File: config.mk
export PLATFORM = sky130hd
export DESIGN_NAME = run_readout_ctrl
export DESIGN_NICKNAME = d
export VERILOG_FILES = /design/src/rtl/run_readout_ctrl.sv
export SDC_FILE = /design/constraint.sdc
export NUM_CORES = 1
export LEC_CHECK = 0
export CELL_PAD_IN_SITES_DETAIL_PLACEMENT = 1
export CELL_PAD_IN_SITES_GLOBAL_PLACEMENT = 1
export CORE_MARGIN = 3
export CORE_UTILIZATION = 40
export CTS_CLUSTER_DIAMETER = 40
export DETAILED_ROUTE_END_ITERATION = 10
export GPL_ROUTABILITY_DRIVEN = 0
export PLACE_DENSITY = 0.86
export SYNTH_ARGS = -nofsm -noshare
export SYNTH_HDL_FRONTEND = slang
export SYNTH_SLANG_ARGS = --single-unit
File: constraint.sdc
create_clock -name clk -period 5.3 [get_ports clk]
set_clock_uncertainty 0.1 [all_clocks]
set_input_delay 1.325 -clock clk [delete_from_list [all_inputs] [get_ports clk]]
set_output_delay 1.325 -clock clk [all_outputs]
set_load 0.02 [all_outputs]
File: src/rtl/run_readout_ctrl.sv
// -----------------------------------------------------------------------------
// run_readout_ctrl
//
// Sequencer between the board-level start/startIO controls and the processor
// core. A start rising edge holds the core in reset for CORE_RST_CYC cycles and
// then releases it. The block waits for the core's end flag under a watchdog.
// After that it freezes the core again and streams NUM_BYTES bytes of data
// memory, starting at BASE_ADDR, onto byte_out with a paced strobe. startIO
// gates the stream between bytes.
//
// Ports
//   clk          in   system clock
//   reset        in   asynchronous active-low reset
//   start        in   run request, acted on at its rising edge
//   startIO      in   level enable for the output stream; low pauses between bytes
//   end_flag     in   core finished (level)
//   mem_rdata    in   data-memory read data, valid one cycle after mem_addr/mem_re
//   core_rst     out  active-high reset to the core (low only in RUN)
//   mem_addr     out  data-memory byte read address (BASE_ADDR+idx, wraps)
//   mem_re       out  read strobe to data memory (high only in FETCH)
//   byte_out     out  current output byte
//   byte_strobe  out  output strobe; byte_out is stable while it is high
//   busy         out  high in every state except IDLE, DONE, ERROR
//   done         out  high in DONE
//   error        out  high in ERROR (watchdog expired)
//   dbg_state    out  current FSM state encoding (state_t below)
//
// Memory read timing: mem_addr/mem_re are registered on entry to FETCH. The
// memory samples them at the end of FETCH and presents mem_rdata during the
// first EMIT cycle. byte_out captures it at the end of that cycle.
//
// Byte slot: one FETCH cycle followed by STROBE_DIV EMIT cycles. The strobe is
// low in FETCH and in EMIT cycle 0, while byte_out changes. It is high for the
// next STROBE_DIV/2 EMIT cycles, then low until the slot ends.
//
// All outputs are registered. Each one is decoded from the next state, or from
// the current slot position, and loaded on the clock edge.
// -----------------------------------------------------------------------------
module run_readout_ctrl #(
  parameter int ADDR_W       = 16,
  parameter int BASE_ADDR    = 0,
  parameter int NUM_BYTES    = 256,
  parameter int CORE_RST_CYC = 4,
  parameter int STROBE_DIV   = 8,
  parameter int WDOG_W       = 24
) (
  input  logic              clk,
  input  logic              reset,
  input  logic              start,
  input  logic              startIO,
  input  logic              end_flag,
  input  logic [7:0]        mem_rdata,
  output logic              core_rst,
  output logic [ADDR_W-1:0] mem_addr,
  output logic              mem_re,
  output logic [7:0]        byte_out,
  output logic              byte_strobe,
  output logic              busy,
  output logic              done,
  output logic              error,
  output logic [2:0]        dbg_state
);

  localparam int IDX_W  = $clog2(NUM_BYTES + 1);
  localparam int CLR_W  = (CORE_RST_CYC > 1) ? $clog2(CORE_RST_CYC) : 1;
  localparam int SLOT_W = $clog2(STROBE_DIV);

  localparam logic [CLR_W-1:0]  CLR_LAST  = CLR_W'(CORE_RST_CYC - 1);
  localparam logic [SLOT_W-1:0] SLOT_LAST = SLOT_W'(STROBE_DIV - 1);
  localparam logic [SLOT_W-1:0] SLOT_HIGH = SLOT_W'(STROBE_DIV / 2);
  localparam logic [IDX_W-1:0]  IDX_END   = IDX_W'(NUM_BYTES);
  // The watchdog counts to all-ones. Leaving RUN from the value one below
  // all-ones makes ERROR the cycle the count would reach all-ones.
  localparam logic [WDOG_W-1:0] WDOG_LAST = ~WDOG_W'(1);
  localparam logic [ADDR_W-1:0] BASE      = ADDR_W'(BASE_ADDR);

  typedef enum logic [2:0] {
    S_IDLE    = 3'd0,
    S_CLEAR   = 3'd1,
    S_RUN     = 3'd2,
    S_WAIT_IO = 3'd3,
    S_FETCH   = 3'd4,
    S_EMIT    = 3'd5,
    S_DONE    = 3'd6,
    S_ERROR   = 3'd7
  } state_t;

  state_t              r_state;
  state_t              w_state_nxt;

  logic                r_start_q;
  logic                r_start_q2;
  logic [CLR_W-1:0]    r_clr_cnt;
  logic [WDOG_W-1:0]   r_wdog;
  logic [IDX_W-1:0]    r_idx;
  logic [SLOT_W-1:0]   r_slot;

  logic                r_core_rst;
  logic [ADDR_W-1:0]   r_mem_addr;
  logic                r_mem_re;
  logic [7:0]          r_byte_out;
  logic                r_strobe;
  logic                r_busy;
  logic                r_done;
  logic                r_error;

  logic                w_start_rise;
  logic                w_run_first;
  logic                w_slot_end;
  logic [IDX_W-1:0]    w_idx_inc;
  logic [IDX_W-1:0]    w_fetch_idx;

  logic                w_core_rst_nxt;
  logic                w_mem_re_nxt;
  logic                w_strobe_nxt;
  logic                w_busy_nxt;
  logic                w_done_nxt;
  logic                w_error_nxt;

  // Start is sampled once and then edge-detected against its previous sample.
  // This costs one clock between the sampling edge and the move to CLEAR.
  assign w_start_rise = r_start_q & ~r_start_q2;

  // The watchdog is zero only in the first RUN cycle. That cycle ignores
  // end_flag, so a flag still high from the previous run is not taken.
  assign w_run_first  = (r_wdog == '0);
  assign w_slot_end   = (r_slot == SLOT_LAST);
  assign w_idx_inc    = r_idx + IDX_W'(1);

  // When FETCH follows EMIT directly, idx advances on the same edge. The
  // address must therefore use the incremented value.
  assign w_fetch_idx  = (r_state == S_EMIT) ? w_idx_inc : r_idx;

  // ---------------------------------------------------------------------------
  // State register
  // ---------------------------------------------------------------------------
  always_ff @(posedge clk or negedge reset) begin
    if (!reset) begin
      r_state <= S_IDLE;
    end else begin
      r_state <= w_state_nxt;
    end
  end

  // ---------------------------------------------------------------------------
  // Next-state logic
  // ---------------------------------------------------------------------------
  always_comb begin
    w_state_nxt = r_state;
    case (r_state)
      S_IDLE, S_DONE, S_ERROR: begin
        if (w_start_rise) w_state_nxt = S_CLEAR;
      end
      S_CLEAR: begin
        if (r_clr_cnt == CLR_LAST) w_state_nxt = S_RUN;
      end
      S_RUN: begin
        if (end_flag && !w_run_first) w_state_nxt = S_WAIT_IO;
        else if (r_wdog == WDOG_LAST) w_state_nxt = S_ERROR;
      end
      S_WAIT_IO: begin
        if (startIO) w_state_nxt = S_FETCH;
      end
      S_FETCH: begin
        w_state_nxt = S_EMIT;
      end
      S_EMIT: begin
        // startIO is checked only at slot end. A drop mid-slot lets the
        // current byte finish.
        if (w_slot_end) begin
          if (w_idx_inc == IDX_END) w_state_nxt = S_DONE;
          else if (startIO)         w_state_nxt = S_FETCH;
          else                      w_state_nxt = S_WAIT_IO;
        end
      end
      default: w_state_nxt = S_IDLE;
    endcase
  end

  // ---------------------------------------------------------------------------
  // Output decode: values the output registers take on the coming edge
  // ---------------------------------------------------------------------------
  always_comb begin
    w_core_rst_nxt = (w_state_nxt != S_RUN);
    w_mem_re_nxt   = (w_state_nxt == S_FETCH);
    w_busy_nxt     = !(w_state_nxt inside {S_IDLE, S_DONE, S_ERROR});
    w_done_nxt     = (w_state_nxt == S_DONE);
    w_error_nxt    = (w_state_nxt == S_ERROR);
    // Slot positions 0..STROBE_DIV/2-1 drive the strobe during EMIT cycles
    // 1..STROBE_DIV/2. The strobe stays low in cycle 0, while byte_out loads.
    w_strobe_nxt   = (r_state == S_EMIT) && (r_slot < SLOT_HIGH);
  end

  // ---------------------------------------------------------------------------
  // Counters and start sampling
  // ---------------------------------------------------------------------------
  always_ff @(posedge clk or negedge reset) begin
    if (!reset) begin
      r_start_q  <= 1'b0;
      r_start_q2 <= 1'b0;
      r_clr_cnt  <= '0;
      r_wdog     <= '0;
      r_idx      <= '0;
      r_slot     <= '0;
    end else begin
      r_start_q  <= start;
      r_start_q2 <= r_start_q;

      if (r_state == S_CLEAR) r_clr_cnt <= r_clr_cnt + CLR_W'(1);
      else                    r_clr_cnt <= '0;

      // Clears whenever RUN is left or not occupied: on end_flag, on error,
      // and on every restart.
      if (r_state == S_RUN && w_state_nxt == S_RUN) r_wdog <= r_wdog + WDOG_W'(1);
      else                                          r_wdog <= '0;

      if (w_state_nxt == S_CLEAR)               r_idx <= '0;
      else if (r_state == S_EMIT && w_slot_end) r_idx <= w_idx_inc;

      if (r_state == S_EMIT && w_state_nxt == S_EMIT) r_slot <= r_slot + SLOT_W'(1);
      else                                            r_slot <= '0;
    end
  end

  // ---------------------------------------------------------------------------
  // Output registers
  // ---------------------------------------------------------------------------
  always_ff @(posedge clk or negedge reset) begin
    if (!reset) begin
      r_core_rst <= 1'b1;
      r_mem_addr <= '0;
      r_mem_re   <= 1'b0;
      r_byte_out <= '0;
      r_strobe   <= 1'b0;
      r_busy     <= 1'b0;
      r_done     <= 1'b0;
      r_error    <= 1'b0;
    end else begin
      r_core_rst <= w_core_rst_nxt;
      r_mem_re   <= w_mem_re_nxt;
      r_strobe   <= w_strobe_nxt;
      r_busy     <= w_busy_nxt;
      r_done     <= w_done_nxt;
      r_error    <= w_error_nxt;

      // The address is modulo 2^ADDR_W, so wrapping past the top is intended.
      if (w_state_nxt == S_FETCH) r_mem_addr <= BASE + ADDR_W'(w_fetch_idx);

      // Read data is valid in the first EMIT cycle only.
      if (r_state == S_EMIT && r_slot == '0) r_byte_out <= mem_rdata;
    end
  end

  assign core_rst    = r_core_rst;
  assign mem_addr    = r_mem_addr;
  assign mem_re      = r_mem_re;
  assign byte_out    = r_byte_out;
  assign byte_strobe = r_strobe;
  assign busy        = r_busy;
  assign done        = r_done;
  assign error       = r_error;
  assign dbg_state   = r_state;

endmodule
== After elaboration in Yosys (flattened, before gate mapping) ==
Index checks and enable logic that the tools add are counted.
W data, S select, Z words.
Storage, ports and cells
  bits in registers: 66
  output and inout port bits: 33
  logic and storage cells: 70
Operators by class
  $add $sub $neg: 4
  order comparisons: 1
  eq/ne operators: 18
  mux-type cells: 15
  bitwise gates (word level): 2
  reductions and logical operators: 15
Operators by type and width (count)
  $eq A3 B3 Y1 const B: 9
  $mux W3: 9
  $mux W9: 3
  $add A24 B1 Y24 const B: 1
  $eq A24 B24 Y1 const B: 1
  $logic_not A24 Y1: 1
  $mux W24: 1
  $pmux W3 S6: 1
  $add A9 B1 Y9 const B: 1
  $eq A3 B2 Y1 const B: 3
  $eq A9 B9 Y1 const B: 1
  $logic_not A3 Y1: 3
  $eq A3 B1 Y1 const B: 2
  $logic_and A1 B1 Y1: 6
  $add A3 B1 Y3 const B: 1
  $lt A3 B3 Y1 const B: 1
  $ne A3 B2 Y1 const B: 1
  $reduce_bool A3 Y1: 1
  $reduce_or A3 Y1: 1
  $add A2 B1 Y2 const B: 1
  $eq A2 B2 Y1 const B: 1
  $logic_not A1 Y1: 2
  $mux W2: 1
  $reduce_bool A2 Y1: 1
  2 further kinds: 2

== Logic depth before layout (Yosys ltp) ==
  depth after elaboration: 8
  depth in mapped cells: 11

== Worst setup path before layout ==
OpenSTA, ideal clock, no wires.
  path type: in2reg
  start point: in startIO
  end point: reg r_mem_addr[0], in the netlist mem_addr[0]
  setup time: 125 ps
  arrival time: 2657 ps
  required time: 5075 ps
  path slack: 2418 ps
  cell stages on the path: 7
  cells stage by stage: o22ai_1 a221o_1 or2_1 buf_6 and3b_1 buf_6 mux2_4
Between the ends
  word-level cells in the longest chain between the ends: 5
  elaborated cells between the ends (all ways): 6
Ends and longest elaborated chain
  start, declared: RTL line 50  | input logic startIO,
  $mux W3: RTL line 172  | else if (startIO) w_state_nxt = S_FETCH;
  $mux W3: RTL line 171  | if (w_idx_inc == IDX_END) w_state_nxt = S_DONE;
  $mux W3: RTL line 170  | if (w_slot_end) begin
  $pmux W3 S6 (*): RTL line 150  | case (r_state)
  via w_state_nxt[1]: RTL line 89  | state_t w_state_nxt;
  $eq A3 B3 Y1 (*)
  via w_mem_re_nxt: RTL line 114  | logic w_mem_re_nxt;
  end signal, assigned: RTL line 247  | if (w_state_nxt == S_FETCH) r_mem_addr <= BASE + ADDR_W'(w_fetch_idx);
  end, declared: RTL line 99  | logic [ADDR_W-1:0] r_mem_addr;
The timed path passes the listed nets; every way through them passes the cells marked *.
A chain may end at the register's enable or synchronous reset.

== Worst setup path in the final report ==
  start point: in startIO
  end point: reg r_wdog[7]
Between the ends
  word-level cells in the longest chain between the ends: 7
  elaborated cells between the ends (all ways): 8
Ends and longest elaborated chain
  $mux W3: RTL line 172
  $mux W3: RTL line 171
  $mux W3: RTL line 170
  $pmux W3 S6 (*): RTL line 150
  $eq A3 B2 Y1 (*): RTL line 214  | if (r_state == S_RUN && w_state_nxt == S_RUN) r_wdog <= r_wdog + WDOG_W'(1);
  $logic_and A1 B1 Y1 (*): RTL line 214
  $mux W24 (*): RTL line 214
  end signal, assigned: RTL line 214
  end, declared: RTL line 94  | logic [WDOG_W-1:0] r_wdog;
Mark *: on every way between the ends. The rest lies on a longest branch, timed or not.

==> metrics.yaml <==
layout:
  layout_common_cells: "65 x dfrtp_1, 57 x nor2_1, 37 x clkdlybuf4s50_1"
  regArea_sq_mm: 0.00165
  fin_area_sq_mm: 0.00402
  final_common_cell: "dfrtp_1"
  drive_gt1_frac: 0.137
  diodes: 0
  fillCellCount: 865
  nets: 380
  multiInputGateArea_sq_mm: 0.00157
  area_delta_synth_final_pct: 19.7
pwr:
  p_switching_uw: 601
  p_clk_frac: 0.298
  p_seq_frac: 0.363
  intPower_uw: 1190
  vdd_drop_max_v: 0.000141
  power.density_mw_per_mm2: 446
  leakage_uw: 0.00172
  power_frac_comb: 0.339
  p_sw_frac: 0.335
placement:
  port_buffers: 38
  dp_hpwl_um: 5490
  placed_cell_area_sq_mm: 0.00377
timing:
  timing.setup.tns_ns: 0
  fmax_mhz: 284
  min_period_over_period: 0.665
  setup-violations-final: 0
  relSlewSlack: 0.346
  slew_viol_final: 0
  hold_viol_final: 0
  rsz0062_at_grt: "no"
  min_period_ns: 3.52
  worst_slew_pin_slew_ns: 0.979
worst_setup_path:
  worst_ep_required_time_ns: 5.45
  crit_family: "simple AND/OR/NAND/NOR gates"
  slowest_delay_ns: 0.73
  worstSetupEndpointType: "flip-flop"
  crit_fanout: 24
  crit_chain: "clkdlybuf4s50_1, inv_1, nor2_1, a221o_2, nor4b_2, nand3_1, nor2_1"
  arrival_ns: 3.67
  start_kind: "input port"
  crit_type: "input port to flip-flop"
  critPathMostFrequentCell: "nor2_1"
  crit_buf_inv: 2
  crit_slowest_cell: "nand3_1"
clock_network:
  clkLatencyLatePin_ns: 0.35
  cts_buffer_depth: 2
  cts_tree: "done"
  cts_hold_buf: 0
  cts_setup_buffers: 0
  ctsResizeCount: 0
  cts_root_buffer: "clkbuf_8"
  numClockSinks: 66
  clk_pin_slew_worst_paths_ns: 0.07
  cts_made_buffers: 9
  h-tree-depth: 3
synth:
  synth-compound-area-share: 0.0384
  synth_edf_count: 0
  synth_cell_type_count: 51
  syn_inst: 321
  synthXorXnorAreaFrac: 0.0991
  ys_seq_area_frac: 0.492
  syn_area_sq_mm: 0.00336
  synth_mux_area_frac: 0.0671
  synth_top_family_by_area: "simple AND/OR/NAND/NOR gates"
  synth-seq-cells: 66
  async_reset_ff_frac: 1.00
  avgSynthCellArea_sq_um: 10.5
  yosys.area_share.simple: 0.227
  yosys_most_used_dff: "dfrtp_1"
  synthAdderAreaFrac: 0.0298
  yosysWarnings: 0
global_route:
  grt_usage: 0.174
  grt_pass1_vias: 2666
  antenna_found_initial: 0
  grt_max_degree: 37
  grt_pass1_wl_um: 13300
  overflow: 0
routing:
  drt_iter0_drc: 48
  drtAntennaViolNets: 0
  viasPerCell: 5.23
  wl_um: 7770
  dr_total_vias: 2439
  wl_per_cell_um: 16.7
  route.detailed.drc: 0
  dr.pass1.iters: 4
floorplan:
  die_area_sq_mm: 0.00953
  die_x_um: 97.6
  die_h_um: 97.6
  fp-row-count: 32
  core-area_sq_mm: 0.00793
  pin_count: 46
  start_util: 0.424
run:
  maxCapViolations: 0
run_status:
  outcome: "completed"
hold_path:
  hold_class: "flip-flop to flip-flop"
## through the flow
stage | util | total power, uW | hold slack, ns | instances | setup WS [ns]
2_1_floorplan | - | 1070 | 0.247 | 327 | 2.42
6_report | 0.507 | 1790 | 0.284 | 466 | 1.78
3_5_place_dp | 0.475 | 1270 | 0.272 | 450 | 1.43
3_3_place_gp | 0.475 | 1240 | 0.256 | 450 | 1.55
5_1_grt | 0.507 | 1900 | 0.310 | 466 | 1.50
4_1_cts | 0.507 | 1810 | 0.290 | 466 | 1.76
## metal layers
| metal | part of all wire | wire length, um | up-vias | global-route usage |
|---|---|---|---|---|
| met5 | 0 | 0 | - | 0 |
| met4 | 0.011 | 83 | 0 | 0.0596 |
| met3 | 0.037 | 287 | 10 | 0.0388 |
| met2 | 0.52 | 4010 | 43 | 0.299 |
| met1 | 0.44 | 3390 | 1245 | 0.215 |
| li1 | - | - | 1141 | - |
## sequential cells by signal, indices dropped and copies added (netlist names)
signal and cells:
r_clr_cnt 2, byte_out 8, busy 1, r_idx 9
mem_addr 9, done 1, r_wdog 24, r_start_q 1
dbg_state 3, byte_strobe 1, r_start_q2 1, error 1
core_rst 1, r_slot 3, mem_re 1
## power by group through the flow
stage | clock (uW) | combinational [uW] | sequential [uW]
floorplan | 0 | 355 | 714
global placement | 0 | 584 | 656
detailed placement | 0 | 610 | 662
CTS | 542 | 617 | 653
global route | 569 | 665 | 666
finish | 534 | 608 | 652
## final cells by class
cell class / count / area share
Clock buffer: 10 / 0.0342
Clock inverter: 6 / 0.0283
Inverter: 8 / 0.00747
Multi-Input combinational cell: 235 / 0.392
Sequential cell: 66 / 0.411
Tap cell: 102 / 0.0318
Timing Repair Buffer: 39 / 0.0953
## worst paths after layout
path,startpoint,end,slack (ns),cells after the start
max in group asynchronous,reset,r_wdog[0]$_DFF_PN0_,3.24,2
worst max-delay path,startIO,r_wdog[7]$_DFF_PN0_,1.78,7
worst min register to register,r_start_q$_DFF_PN0_,r_start_q2$_DFF_PN0_,0.28,0
worst max register to register,r_idx[0]$_DFFE_PN0P_,r_wdog[7]$_DFF_PN0_,2.12,8
worst min-delay path,r_start_q$_DFF_PN0_,r_start_q2$_DFF_PN0_,0.28,0
min in group asynchronous,reset,mem_addr[3]$_DFFE_PN0P_,0.91,1
## kinds of logic (layout without fill, tap and decap cells)
kind of cell | after synthesis | after routing
AND/OR/NAND/NOR | 149 | 149
flip-flops | 66 | 66
XOR/XNOR | 38 | 38
buffers and inverters | 26 | 63
multiplexers | 17 | 17
AO/OA/AOI/OAI | 16 | 16
adder cells (fa/ha/maj) | 8 | 8
other | 1 | 7
## synthesized netlist by cell type, types with 6 or more instances
| cell | instances | area (sq um) |
|---|---|---|
| nand4_1 | 9 | 56.3 |
| xor2_1 | 22 | 193 |
| nor4_1 | 6 | 37.5 |
| dfrtp_1 | 65 | 1630 |
| inv_1 | 8 | 30.0 |
| nor2_1 | 57 | 214 |
| nand3_1 | 16 | 80.1 |
| mux2_4 | 9 | 135 |
| nand2_1 | 26 | 97.6 |
| buf_4 | 8 | 60.1 |
| ha_1 | 8 | 100 |
| xnor2_1 | 16 | 140 |
| mux2_2 | 8 | 90.1 |
Power figures use the tool's default switching activity.
